`src/rtl/pic24_icsp_pkg.sv`:
```
// Shared types and constants for the PIC24 ICSP programming engine.
package pic24_icsp_pkg;

  typedef enum logic [3:0] {
    StMclrLow,
    StMclrPulse,
    StKey,
    StP18,
    StP7,
    StIdle,
    StCmd4,
    StPayload,
    StRoWait8,
    StRoRead,
    StDone
  } icsp_state_e;

  localparam logic [31:0] ICSP_KEY   = 32'h4D434851;
  localparam logic [3:0]  CMD_SIX    = 4'h0;
  localparam logic [3:0]  CMD_REGOUT = 4'h1;

  // Zero bits prepended to the first SIX after reset.
  localparam int unsigned EXTRA_BITS = 5;

  // Shifter holds {instr, code} plus room for the extra leading zeros.
  localparam int unsigned SHW = 24 + 4 + EXTRA_BITS;

endpackage

```
`src/rtl/pic24_icsp_tick.sv`:
```
// PGC bit-cell timer: rise at cell start, fall HALFPER cycles later, last on the final cycle.
module pic24_icsp_tick #(
  parameter int unsigned HALFPER = 2
) (
  input  logic clk,
  input  logic rstn,
  input  logic en,
  output logic rise,
  output logic fall,
  output logic last
);

  localparam logic [8:0] HALF_CNT = 9'(HALFPER);
  localparam logic [8:0] LAST_CNT = 9'(2 * HALFPER - 1);

  logic [8:0] cnt_q, cnt_d;

  always_comb begin
    cnt_d = '0;
    if (en && (cnt_q != LAST_CNT)) begin
      cnt_d = cnt_q + 9'd1;
    end
  end

  always_ff @(posedge clk or negedge rstn) begin
    if (!rstn) begin
      cnt_q <= '0;
    end else begin
      cnt_q <= cnt_d;
    end
  end

  assign rise = en && (cnt_q == 9'd0);
  assign fall = en && (cnt_q == HALF_CNT);
  assign last = en && (cnt_q == LAST_CNT);

endmodule

```
`src/rtl/pic24_icsp_engine.sv`:
```
// PIC24 ICSP master: entry sequence with key, then SIX / REGOUT commands from a one-deep slot.
module pic24_icsp_engine
  import pic24_icsp_pkg::*;
#(
  parameter int unsigned HALFPER = 2,
  parameter int unsigned P6_CYC  = 4,
  parameter int unsigned P18_CYC = 8,
  parameter int unsigned P7_CYC  = 16
) (
  input  logic        clk,
  input  logic        rstn,
  input  logic [23:0] instr,
  input  logic        cmd,
  input  logic        valid,
  output logic        ready,
  output logic        dvalid,
  output logic [15:0] dout,
  output logic        PGCx,
  output logic        PGDx_out,
  input  logic        PGDx_in,
  output logic        PGDx_dir,
  output logic        MCLRn
);

  localparam logic [15:0] P6_LIM  = 16'(P6_CYC - 1);
  localparam logic [15:0] P18_LIM = 16'(P18_CYC - 1);
  localparam logic [15:0] P7_LIM  = 16'(P7_CYC - 1);
  localparam logic [3:0]  CMD_LEN_FIRST = 4'(4 + EXTRA_BITS);

  icsp_state_e    state_q, state_d;
  logic [15:0]    dly_q, dly_d;
  logic [5:0]     bit_cnt_q, bit_cnt_d;
  logic [SHW-1:0] shreg_q, shreg_d;
  logic           ro_q, ro_d;
  logic [3:0]     cmd_len_q, cmd_len_d;
  logic           slot_full_q, slot_full_d;
  logic           slot_cmd_q, slot_cmd_d;
  logic [23:0]    slot_instr_q, slot_instr_d;
  logic           first_q, first_d;
  logic           pgc_q, pgc_d;
  logic           pgd_q, pgd_d;
  logic           ready_q, ready_d;
  logic           dvalid_q, dvalid_d;
  logic [15:0]    dout_q, dout_d;
  logic           mclrn_q, mclrn_d;

  logic        driving, tick_en, rise, fall, last, bit_out, dly_done;
  logic [15:0] dly_lim;

  assign driving = state_q inside {StKey, StCmd4, StPayload};
  assign tick_en = driving || (state_q inside {StRoWait8, StRoRead});

  pic24_icsp_tick #(
    .HALFPER (HALFPER)
  ) u_tick (
    .clk  (clk),
    .rstn (rstn),
    .en   (tick_en),
    .rise (rise),
    .fall (fall),
    .last (last)
  );

  always_comb begin
    bit_out = 1'b0;
    dly_lim = '0;
    unique case (state_q)
      StKey:                  bit_out = shreg_q[31];
      StCmd4, StPayload:      bit_out = shreg_q[0];
      StMclrLow, StMclrPulse: dly_lim = P6_LIM;
      StP18:                  dly_lim = P18_LIM;
      StP7:                   dly_lim = P7_LIM;
      default: ;
    endcase
  end

  assign dly_done = (dly_q == dly_lim);

  always_comb begin
    state_d      = state_q;
    dly_d        = dly_q;
    bit_cnt_d    = bit_cnt_q;
    shreg_d      = shreg_q;
    ro_d         = ro_q;
    cmd_len_d    = cmd_len_q;
    slot_full_d  = slot_full_q;
    slot_cmd_d   = slot_cmd_q;
    slot_instr_d = slot_instr_q;
    first_d      = first_q;
    pgc_d        = pgc_q;
    pgd_d        = pgd_q;
    ready_d      = 1'b0;
    dvalid_d     = 1'b0;
    dout_d       = dout_q;

    if (valid && !slot_full_q) begin
      slot_full_d  = 1'b1;
      slot_cmd_d   = cmd;
      slot_instr_d = instr;
    end

    if (rise) begin
      pgc_d = 1'b1;
      pgd_d = bit_out;
    end
    if (fall) begin
      pgc_d = 1'b0;
    end
    // Data is held for one cycle past the final falling edge, then parked low.
    if (!driving) begin
      pgd_d = 1'b0;
    end

    unique case (state_q)
      StMclrLow, StMclrPulse, StP18, StP7: begin
        if (dly_done) begin
          dly_d = '0;
          unique case (state_q)
            StMclrLow:   state_d = StMclrPulse;
            StMclrPulse: begin
              state_d   = StKey;
              shreg_d   = {1'b0, ICSP_KEY};
              bit_cnt_d = '0;
            end
            StP18:       state_d = StP7;
            default:     state_d = StIdle;
          endcase
        end else begin
          dly_d = dly_q + 16'd1;
        end
      end
      StKey: begin
        if (fall && (bit_cnt_q == 6'd31)) begin
          state_d = StP18;
        end else if (last) begin
          shreg_d   = {shreg_q[SHW-2:0], 1'b0};
          bit_cnt_d = bit_cnt_q + 6'd1;
        end
      end
      StIdle: begin
        if (slot_full_q) begin
          slot_full_d = 1'b0;
          ro_d        = slot_cmd_q;
          bit_cnt_d   = '0;
          state_d     = StCmd4;
          if (!slot_cmd_q && first_q) begin
            shreg_d   = {slot_instr_q, CMD_SIX, {EXTRA_BITS{1'b0}}};
            cmd_len_d = CMD_LEN_FIRST;
            first_d   = 1'b0;
          end else begin
            shreg_d   = {{EXTRA_BITS{1'b0}}, slot_instr_q, slot_cmd_q ? CMD_REGOUT : CMD_SIX};
            cmd_len_d = 4'd4;
          end
        end
      end
      StCmd4: begin
        if (last) begin
          shreg_d = {1'b0, shreg_q[SHW-1:1]};
          if (bit_cnt_q == 6'(cmd_len_q - 4'd1)) begin
            bit_cnt_d = '0;
            state_d   = ro_q ? StRoWait8 : StPayload;
          end else begin
            bit_cnt_d = bit_cnt_q + 6'd1;
          end
        end
      end
      StPayload: begin
        if (fall && (bit_cnt_q == 6'd23)) begin
          state_d = StDone;
          ready_d = 1'b1;
        end else if (last) begin
          shreg_d   = {1'b0, shreg_q[SHW-1:1]};
          bit_cnt_d = bit_cnt_q + 6'd1;
        end
      end
      StRoWait8: begin
        if (last) begin
          if (bit_cnt_q == 6'd7) begin
            bit_cnt_d = '0;
            state_d   = StRoRead;
          end else begin
            bit_cnt_d = bit_cnt_q + 6'd1;
          end
        end
      end
      StRoRead: begin
        if (fall) begin
          shreg_d[15:0] = {PGDx_in, shreg_q[15:1]};
        end
        if (fall && (bit_cnt_q == 6'd15)) begin
          state_d  = StDone;
          ready_d  = 1'b1;
          dvalid_d = 1'b1;
          dout_d   = shreg_d[15:0];
        end else if (last) begin
          bit_cnt_d = bit_cnt_q + 6'd1;
        end
      end
      StDone:  state_d = StIdle;
      default: state_d = StMclrLow;
    endcase
  end

  // Registered from the next state so MCLRn is glitch-free.
  assign mclrn_d = !(state_d inside {StMclrLow, StKey, StP18});

  always_ff @(posedge clk or negedge rstn) begin
    if (!rstn) begin
      state_q      <= StMclrLow;
      dly_q        <= '0;
      bit_cnt_q    <= '0;
      shreg_q      <= '0;
      ro_q         <= 1'b0;
      cmd_len_q    <= 4'd4;
      slot_full_q  <= 1'b0;
      slot_cmd_q   <= 1'b0;
      slot_instr_q <= '0;
      first_q      <= 1'b1;
      pgc_q        <= 1'b0;
      pgd_q        <= 1'b0;
      ready_q      <= 1'b0;
      dvalid_q     <= 1'b0;
      dout_q       <= '0;
      mclrn_q      <= 1'b0;
    end else begin
      state_q      <= state_d;
      dly_q        <= dly_d;
      bit_cnt_q    <= bit_cnt_d;
      shreg_q      <= shreg_d;
      ro_q         <= ro_d;
      cmd_len_q    <= cmd_len_d;
      slot_full_q  <= slot_full_d;
      slot_cmd_q   <= slot_cmd_d;
      slot_instr_q <= slot_instr_d;
      first_q      <= first_d;
      pgc_q        <= pgc_d;
      pgd_q        <= pgd_d;
      ready_q      <= ready_d;
      dvalid_q     <= dvalid_d;
      dout_q       <= dout_d;
      mclrn_q      <= mclrn_d;
    end
  end

  assign ready    = ready_q;
  assign dvalid   = dvalid_q;
  assign dout     = dout_q;
  assign PGCx     = pgc_q;
  assign PGDx_out = pgd_q;
  assign PGDx_dir = !(state_q inside {StRoWait8, StRoRead});
  assign MCLRn    = mclrn_q;

endmodule

```
`config.mk`:
```
export PLATFORM = sky130hd
export DESIGN_NAME = pic24_icsp_engine
export DESIGN_NICKNAME = d
export VERILOG_FILES = /design/src/rtl/pic24_icsp_pkg.sv /design/src/rtl/pic24_icsp_tick.sv /design/src/rtl/pic24_icsp_engine.sv
export SDC_FILE = /design/constraint.sdc
export NUM_CORES = 1
export LEC_CHECK = 0
export ABC_AREA = 0
export ABC_CLOCK_PERIOD_IN_PS = 6500
export BUFFER_PORTS_ARGS = -buffer_cell sky130_fd_sc_hd__buf_2
export CAP_MARGIN = 40
export CORE_ASPECT_RATIO = 1.4
export CORE_MARGIN = 2
export CORE_UTILIZATION = 25
export DETAILED_ROUTE_END_ITERATION = 10
export PLACE_DENSITY = 0.43
export SYNTH_ARGS = -nofsm -noshare
export SYNTH_HDL_FRONTEND = slang
export SYNTH_SLANG_ARGS = --single-unit
```
`constraint.sdc`:
```
create_clock -name clk -period 6.5 [get_ports clk]
set_input_delay 1.3 -clock clk [delete_from_list [all_inputs] [get_ports clk]]
set_output_delay 1.3 -clock clk [all_outputs]
set_load 0.005 [all_outputs]
```
## After elaboration in Yosys (flattened, before gate mapping)

Cells that the tools add are included.

- Register bits after elaboration: 121

- $add $sub $neg: 4
- Eq/ne operators: 31
- Multiplexer cells: 52
- Reduce and logical (&&, ||, !) cells: 33

Operators with widths:

| cell | count |
|---|---|
| two-way mux 33 bit | 8 |
| case mux 16 bit (6 select lines) | 1 |
| case mux 17 bit (5 select lines) | 1 |
| two-way mux 6 bit | 11 |
| two-way mux 4 bit | 11 |
| case mux 6 bit (7 select lines) | 1 |
| two-way mux 16 bit | 2 |
| case mux 4 bit (8 select lines) | 1 |
| equality test 9 x 2 -> 1 bit (second input constant) | 2 |
| != test 2 bit (second input constant) | 9 |
| adder 16 x 1 -> 16 bit (second input constant) | 1 |
| equality test 16 bit | 1 |
| equality test 4 x 2 -> 1 bit (second input constant) | 4 |
| equality test 4 x 3 -> 1 bit (second input constant) | 4 |
| AND reduction 7 bit | 2 |
| equality test 4 bit (second input constant) | 3 |
| equality test 6 x 5 -> 1 bit (second input constant) | 2 |
| case mux 4 bit (3 select lines) | 1 |
| two-way mux 1 bit | 11 |
| adder 9 x 1 -> 9 bit (second input constant) | 1 |
| logical AND 1 bit | 9 |
| logical NOT 9 bit | 1 |
| two-way mux 9 bit | 1 |
| != test 9 x 2 -> 1 bit (second input constant) | 1 |
| 22 further kinds | 31 |

## Longest topological paths before layout

Gate-level depths: netlist of run 1.

- Depth after elaboration: 10
- Depth in mapped cells: 10

## Cells and area by module

A second synthesis of run 1 with hierarchy kept.

- Cells, all modules: 614
- Area total of the unflattened synthesis: 6163.4 um^2

Modules (own cells, without submodules):

| module | times used | cells each | area each (um^2) |
|---|---|---|---|
| pic24_icsp_engine | 1 | 564 | 5661.7 |
| pic24_icsp_tick | 1 | 50 | 501.7 |

## Worst setup path before layout of run 1

OpenSTA, ideal clock, no wires.

- Path type: flip-flop to flip-flop
- From: register state_q[2]
- To: register shreg_q[10]
- Arrival time: 2.476 ns
- Required time: 6.371 ns
- Slack: 3.894 ns
- Cell stages (with the launch flop): 11
- Path buffers: 3
- Clock period less this slack: 2.606 ns
- Cell sequence: dfrtp_1 -> buf_4 -> nor4b_2 -> or3_1 -> a2111o_1 -> nand2_1 -> or3b_1 -> buf_2 -> a21o_4 -> buf_6 -> o2bb2ai_2

- Cells in the longest elaborated chain, start to end: 7
- Elaborated cells between the ends (all ways): 33

RTL lines:

| what | line | RTL |
|---|---|---|
| start, declared | pic24_icsp_engine.sv:30 | `icsp_state_e state_q, state_d;` |
| start signal, assigned | pic24_icsp_engine.sv:209 | `state_q <= StMclrLow;` |
| start signal, assigned | pic24_icsp_engine.sv:226 | `state_q <= state_d;` |
| branches (longest 7 deep; another with equality test 16 bit) | -- |  |
| end signal, assigned | pic24_icsp_engine.sv:229 | `shreg_q <= shreg_d;` |
| end, declared | pic24_icsp_engine.sv:33 | `logic [SHW-1:0] shreg_q, shreg_d;` |

Parallel ways; which one is timed is not known. The select of a mux whose other input is x is not followed.
A chain may end at the register's enable or synchronous reset.

## Worst setup path after layout of run 1

- From: register state_q[3]
- To: register shreg_q[2]

The elaborated chain is that of the path after synthesis.

==> results of run 1 <==
## cell usage after synthesis, types with 11 or more instances
master,count,area [um2]
sky130_fd_sc_hd__nand2_1,52,195
sky130_fd_sc_hd__nand2b_1,11,68.8
sky130_fd_sc_hd__dfrtp_1,117,2930
sky130_fd_sc_hd__a21oi_1,20,100
sky130_fd_sc_hd__nor2_1,40,150
sky130_fd_sc_hd__nand3_1,20,100
sky130_fd_sc_hd__mux2_2,48,541
sky130_fd_sc_hd__xor2_1,14,123
sky130_fd_sc_hd__o21ai_0,35,175
sky130_fd_sc_hd__clkbuf_1,26,97.6
sky130_fd_sc_hd__inv_1,12,45.0
sky130_fd_sc_hd__a222oi_1,17,170
## power breakdown
part           internal, mW  switching (mW)
clock                 0.590           0.331
combinational        0.0277          0.0253
sequential            0.762          0.0259
## cells by family after synthesis
family | Yosys count | synth area share [%]
AOI/OAI and AO/OA | 146 | 18.3
muxes | 51 | 9.38
adders and majority gates | 7 | 1.44
xor gates and xnor gates | 24 | 3.45
and+or+nand+nor | 185 | 15.5
DFF | 119 | 49.0
buffers and inverters | 45 | 3.04
## metrics by stage
stage | worst slack, ps | hold WS, ps | total power [mW] | instances
3_5_place_dp | 2490 | 448 | 0.857 | 915
4_1_cts | 2480 | 456 | 1.79 | 946
2_1_floorplan | 3890 | 438 | 0.812 | 577
6_report | 2430 | 454 | 1.76 | 946
5_1_grt | 2150 | 461 | 1.83 | 946
3_3_place_gp | 2560 | 445 | 0.855 | 911
## worst max-delay path by stage
stage,start,end,slack [ps],depth (start not counted)
final,state_q[3],shreg_q[2],2430,8
after global routing,state_q[3],shreg_q[2],2150,8
after CTS,state_q[3],shreg_q[2],2480,8
after detailed placement,state_q[3],shreg_q[2],2490,8
after global placement,state_q[3],shreg_q[32],2560,7
after floorplan,state_q[2],shreg_q[10],3890,10
## metal layers
| metal | share of wire [%] | GRT usage [%] |
|---|---|---|
| met2 | 52 | 24.2 |
| met3 | 3.3 | 3.09 |
| met5 | 0 | 0 |
| met1 | 42 | 16.1 |
| met4 | 2.6 | 5.25 |
## area by class of cell
class	count	area [um2]
Clock buffer	23	478
Fill cell	2538	16700
Sequential cell	119	2980
Inverter	13	48.8
Multi-Input combinational cell	413	2940
Timing Repair Buffer	60	343
Tap cell	310	388
Clock inverter	8	97.6
## critical path, cell delays in order, from the launching register on
cell	delay [ps]
sky130_fd_sc_hd__dfrtp_1	930
sky130_fd_sc_hd__nor3b_2	530
sky130_fd_sc_hd__inv_2	110
sky130_fd_sc_hd__o21ai_1	180
sky130_fd_sc_hd__nand3_1	460
sky130_fd_sc_hd__o41ai_2	570
sky130_fd_sc_hd__or3b_1	700
sky130_fd_sc_hd__a21o_4	310
sky130_fd_sc_hd__o2bb2ai_1	160
## state kept, by name (all words and copies together), names as in the netlist
register      count
ro_q              1
shreg_q          33
first_q           1
slot_full_q       1
PGDx_out          1
slot_instr_q     24
slot_cmd_q        1
state_q           4
dout             16
dly_q            16
PGCx              1
u_tick.cnt_q      9
bit_cnt_q         6
dvalid            1
MCLRn             1
cmd_len_q         2
ready             1
==> summary by stage, run 1 <==
Synth
Summing the sequential cell areas from Yosys gives 49.0% of the chip area. The flop and latch count out of synthesis is 119. The number of different library cells used by synthesis comes to 60. Counting flops with an async set or reset pin after synthesis yields a share of 100%.

After synthesis the cells add up to 6090 um2. Synthesis produced a netlist with a net count of 613. The count of flip-flops with a built-in enable after synthesis is 0. The number of cells produced by synthesis is 577.

The total of warnings raised by yosys is 0. Averaged over all synthesized cells, the footprint is 10.5 um2. The dominant synthesized flop cell is sky130_fd_sc_hd__dfrtp_1.

STA
The worst path in the final design needs a cycle of 4070 ps, including I/O delays and setup. The slew at the pin with the worst max-slew slack is 908 ps. The worst relative slew slack is 39.4%.

Derived from the worst setup path, the maximum achievable clock frequency is 246 MHz. The maximum clock skew at final layout is 11.7 ps. Setup violations remaining at the end of the flow were counted as 0. Setup total negative slack on the finished layout was measured at 0 ps.

The final-report hold violation count is 0. In the finished design, the share of the clock period the worst path needs comes to 62.6%. The number of slew-limit violations in the final report was 0. Setup repair after global routing left no endpoint under its margin.

Power
The power per unit of standard cell area is 242 nW/um2. The peak ir drop on the vdd network is 0.137 mV. The leakage power is 3.26 nW.

Clock network
The clock latency of the later-clocked register in the worst-skew pair is 420 ps. The total number of H-tree levels is 4. The number of setup buffers added after CTS is 0.

The number of sinks handled by clock tree synthesis is 119. TritonCTS built the clock tree. Clock-pin slew was measured on the worst setup and hold paths at 50 ps. The maximum count of clock buffers along a single path is 2. The root buffer cell chosen for the clock tree is sky130_fd_sc_hd__clkbuf_16. The number of buffers created by CTS is 17. The number of gates given a new drive strength after cts is 0. The count of hold buffers inserted by post-cts repair is 0.

Min path
The startpoint identified for the worst hold timing path is first_q. The path with the worst hold slack has its endpoint at first_q. In this run the worst hold path is classified as flip-flop to flip-flop. The number of cells traversed by the worst hold path is 1.

Floorplanning
The die is 136 um wide. The total I/O pin count is 51. Measured along the y axis, the die boundary spans 189 um. The effective utilization at floorplan is 25.4%. The overall die area is 25600 um2. The floorplan has 67 rows. The placeable core region is 24000 um2.

Placement
The number of port buffers is 50. The wire-length estimate of the detail-placed layout is 12100 um. After detailed placement, the total cell area comes to 6700 um2. The final weighted congestion in routability-driven placement is 0.856.

Global route
The all-layer global routing usage is 13.8%. The largest net degree at the start of global routing is 65. The total overflow left after global routing is 0. The initial antenna violation count was 0. The via count of the first global-routing pass is 4837. The first global-routing pass estimated 27200 um of wire.

Final layout
Cells with a size suffix above 1 make up 25.2% of the layout. The area overhead of the layout relative to synthesis is 19.5%. The core occupancy in the finished layout is 30.3%. The top cell types in the final layout, fill and taps aside, are 117 x sky130_fd_sc_hd__dfrtp_1, 52 x sky130_fd_sc_hd__nand2_1, 49 x sky130_fd_sc_hd__buf_2. The number of nets in the layout is 660. The commonest non-fill, non-tap cell in the layout is sky130_fd_sc_hd__dfrtp_1. The final instance area is 7270 um2.

The final antenna diode count is 0.

Critical path
The worst register-to-register path ends at shreg_q[2]. The startpoint identified for the worst register-to-register timing path is state_q[3]. For the worst setup path, the data required time is 6830 ps. STA classifies the critical path startpoint as a flip-flop. Of all nets on the critical path, the largest fanout is 26. The type of the worst setup path is flip-flop to flip-flop.

The register-to-register setup slack is 2430 ps. The worst-case reg-to-reg path depth is 8. Data on the critical path arrives at its endpoint at 4390 ps. The worst setup path is captured at a flip-flop.

Run
The tool flagged a number of max-cap violations equal to 0.

Detailed routing
The violation count after the first detailed-routing iteration is 416. The first detailed-routing pass took 7 iterations. The wire length reported by the detailed router is 16700 um. The detail route stage leaves a number of antenna-violating nets equal to 0.

The via count normalized by instance count is 5.02. The average routed wire per standard cell is 17.6 um. In the routed design, unresolved DRC markers number 0. The total via count in the routed design is 4753.

Status
The flow ran to the end, and the final reports show no timing, DRC or antenna violations.
Note: power is estimated with default switching activity, not from simulation.
==> run 2: changes to the inputs <==
--- a/config.mk
+++ b/config.mk
@@ -6,14 +6,14 @@
 export NUM_CORES = 1
 export LEC_CHECK = 0
 export ABC_AREA = 0
-export ABC_CLOCK_PERIOD_IN_PS = 6500
+export ABC_CLOCK_PERIOD_IN_PS = 3600
 export BUFFER_PORTS_ARGS = -buffer_cell sky130_fd_sc_hd__buf_2
 export CAP_MARGIN = 40
 export CORE_ASPECT_RATIO = 1.4
 export CORE_MARGIN = 2
 export CORE_UTILIZATION = 25
 export DETAILED_ROUTE_END_ITERATION = 10
-export PLACE_DENSITY = 0.43
+export PLACE_DENSITY = 0.44
 export SYNTH_ARGS = -nofsm -noshare
 export SYNTH_HDL_FRONTEND = slang
 export SYNTH_SLANG_ARGS = --single-unit
==> constraint.sdc (replaced) <==
create_clock -name clk -period 3.6 [get_ports clk]
set_input_delay 0.72 -clock clk [delete_from_list [all_inputs] [get_ports clk]]
set_output_delay 0.72 -clock clk [all_outputs]
set_load 0.005 [all_outputs]
==> summary by stage, run 2 (same netlist as run 1, synthesis figures left out) <==
Status
The run finished with clean final reports.

Detailed routing
The count of nets left with antenna violations after detail routing is 0 (unchanged). The average routed wire per standard cell is 17.7 um (+0.59%). The total via count in the routed design is 4787 (+0.72%). The wire length reported by the detailed router is 16900 um (+1.7%). The violation count after the first detailed-routing iteration was 265 (-36%). The number of DRC violations after detailed routing is 0 (unchanged). The detailed-router iteration count before antenna repair is 5 (-2). The via count normalized by instance count was 5.01 (-0.34%).

Global route
The initial antenna violation count was 0 (unchanged). The total overflow reported by the global router was 0 (unchanged). The via count of the first global-routing pass was 4979 (+2.9%). The global-route wire length before repair is 27200 um (about the same).

The all-layer global routing usage is 13.7% (-0.036 points). The largest net degree at the start of global routing is 57 (-12%).

Power
The switching power total is 0.723 mW (+89%). The overall power of the completed layout is 3.32 mW (+89%). The leakage power is 3.31 nW (+1.5%).

The power share of the clock group is 54.4% (+2.1 points). The share of total power consumed by net switching is 21.8% (+0.078 points). The logic gate share of total power is 3.0% (about the same). The peak ir drop on the vdd network came to 0.279 mV (+100%). The power per unit of standard cell area is 450 nW/um2 (+86%). The share of power burned in registers is 42.6% (-2.1 points). The internal power of the cells is 2.60 mW (+89%).

Min path
The min-delay analysis places its worst path in the category primary input to asynchronous set/reset pin.

STA
The maximum clock skew at final layout is 17.8 ps (+6.09 ps). The maximum frequency from static timing analysis is 320 MHz (+30%). The ratio of final minimum period to clock period is 86.9% (+24 points).

The worst relative slew slack is 56.8% (+17 points). The slew at the pin with the worst max-slew slack is 647 ps (-261 ps). The final-report hold violation count came to 0 (unchanged). The total negative slack for setup checks is 0 ps (unchanged).

The minimum hold slack came to 239 ps (-215 ps). Setup repair after global routing left no endpoint under its margin. The number of slew-limit violations in the final report is 0 (unchanged). The count of final setup violators is 0 (unchanged). The clock period minus final worst setup slack is 3130 ps (-942 ps).

Clock network
The number of gates given a new drive strength after cts was 0 (unchanged). The clock latency of the later-clocked register in the worst-skew pair is 420 ps (about the same). The maximum count of clock buffers along a single path is 2 (unchanged). The number of setup buffers added after CTS is 0 (unchanged).

The count of hold buffers inserted by post-cts repair came to 0 (unchanged). The number of buffers created by CTS is 17 (unchanged). The clock-pin slew on the worst setup and hold paths is 50 ps (about the same). The cell chosen for the clock root is sky130_fd_sc_hd__clkbuf_16. The total number of H-tree levels is 4 (unchanged).

TritonCTS built the clock tree. The number of sinks handled by clock tree synthesis is 119 (unchanged).

Critical path
Walking the worst path, the cells encountered are nor4bb_1 > o21ai_0 > a2111o_1 > nand2_1 > or3b_1 > a21o_4 > o2bb2ai_2. The maximum fanout count along the critical path was 21 (-19%). For this design, the slowest cell found on the critical path is sky130_fd_sc_hd__dfrtp_1. Broken down by cell family, the worst path's largest delay share belongs to compound AO/OA/AOI/OAI gates. The sum of buffers and inverters on the critical path came to 0 (-1).

The endpoint identified for the worst register-to-register timing path is shreg_q[6]. The startpoint of the most critical register-to-register path is state_q[0]. The register-to-register setup slack came to 470 ps (-1960 ps). The instance count on the critical path is 7 (-1). The type of the worst setup path is flip-flop to flip-flop. The worst-case reg-to-reg path depth is 7 (-1). The maximum single-stage delay on the critical path is 750 ps (-180 ps). The kind of end point of the critical path is a flip-flop. The critical path data required time is 3880 ps (-2950 ps). The data arrival time of the critical path is 3410 ps (-980 ps). The launching element type of the critical path is a flip-flop.

Final layout
The number of flip-flops under the largest register name was 33 (unchanged). The final antenna diode count is 0 (unchanged). The largest registers in the layout are shreg_q (33), slot_instr_q (24). The final instance area was 7380 um2 (+1.5%). The layout cell share with drive strength beyond 1 was 26.5% (+1.3 points). The library cells used most frequently in the layout, excluding fill and tap cells, are 117 x sky130_fd_sc_hd__dfrtp_1, 52 x sky130_fd_sc_hd__nand2_1, 49 x sky130_fd_sc_hd__buf_2. From synthesis to final layout, the design area changed by 21.3%. The commonest non-fill, non-tap cell in the layout is sky130_fd_sc_hd__dfrtp_1.

The register name with the most flops is shreg_q. The number of nets in the layout is 669 (+1.4%).

Placement
The post-detailed-placement half-perimeter wirelength was 12300 um (+1.4%). The number of port buffers was 50 (unchanged). The final weighted congestion in routability-driven placement is 0.856 (about the same).

The post-place instance area is 6760 um2 (+0.88%).

Floorplanning
The overall die width is 136 um (unchanged). The effective utilization at floorplan is 25.4% (unchanged). The vertical extent of the die is 189 um (unchanged). The total I/O pin count is 51 (unchanged).

The placeable core region is 24000 um2 (unchanged). The number of placement rows is 67 (unchanged). The overall die area is 25600 um2 (unchanged).

Run
The max capacitance violation total is 0 (unchanged).
==> run 2: cell count changes in the layout (fill, tap and decap cells not counted), moves of 2 or more <==
| cell | before | now |
|---|---|---|
| sky130_fd_sc_hd__buf_8 | 2 | 0 |
| sky130_fd_sc_hd__clkinvlp_4 | 3 | 5 |
| sky130_fd_sc_hd__bufinv_16 | 2 | 4 |
| sky130_fd_sc_hd__buf_4 | 9 | 19 |
| sky130_fd_sc_hd__clkbuf_8 | 3 | 1 |
==> run 2: layout make-up <==
type | count | area, um2
sequential | 119 | 2980
clock buffer | 20 | 447
fill | 2544 | 16600
clock inverter | 12 | 176
inverter | 13 | 48.8
timing repair buffer | 69 | 408
multi-input combinational | 413 | 2930
tap | 310 | 388
==> run 2: layer usage <==
layer | track usage (%) | routed length (um) | vias to the layer above
met2 | 24.2 | 8920 | 136
met4 | 6.05 | 498 | 0
met5 | 0 | 0 | -
met1 | 15.9 | 6850 | 2360
li1 | - | - | 2260
met3 | 2.72 | 664 | 31
==> run 2: worst max-delay path by stage <==
stage / slack [ps] / to / from
2_1_floorplan: 990 / shreg_q[10] / state_q[2]
3_3_place_gp: 560 / shreg_q[25] / state_q[1]
3_5_place_dp: 540 / bit_cnt_q[4] / state_q[0]
4_1_cts: 520 / shreg_q[23] / state_q[3]
5_1_grt: 200 / shreg_q[18] / state_q[1]
6_report: 470 / shreg_q[6] / state_q[0]
==> run 2: through the flow <==
stage / utilization, % / worst slack, ps / std cells
2_1_floorplan: - / 994 / 577
6_report: 30.8 / 473 / 956
3_3_place_gp: 28.2 / 559 / 924
4_1_cts: 30.8 / 524 / 956
5_1_grt: 30.8 / 201 / 956
3_5_place_dp: 28.2 / 538 / 924
==> run 2: power by group through the flow <==
stage                     clock network [mW]  registers (mW)  logic (mW)
after floorplan                            0            1.42      0.0477
after global placement                     0            1.44       0.100
after detailed placement                   0            1.44       0.103
after CTS                               1.86            1.42       0.103
after global routing                    1.90            1.42       0.113
final                                   1.81            1.42      0.0989
==> run 2: worst reg2reg max path: cells and delay by family, from the launching register on <==
family	cells	cell delay, ps
compound gates	4	1180
simple gates	3	1050
flops	1	750
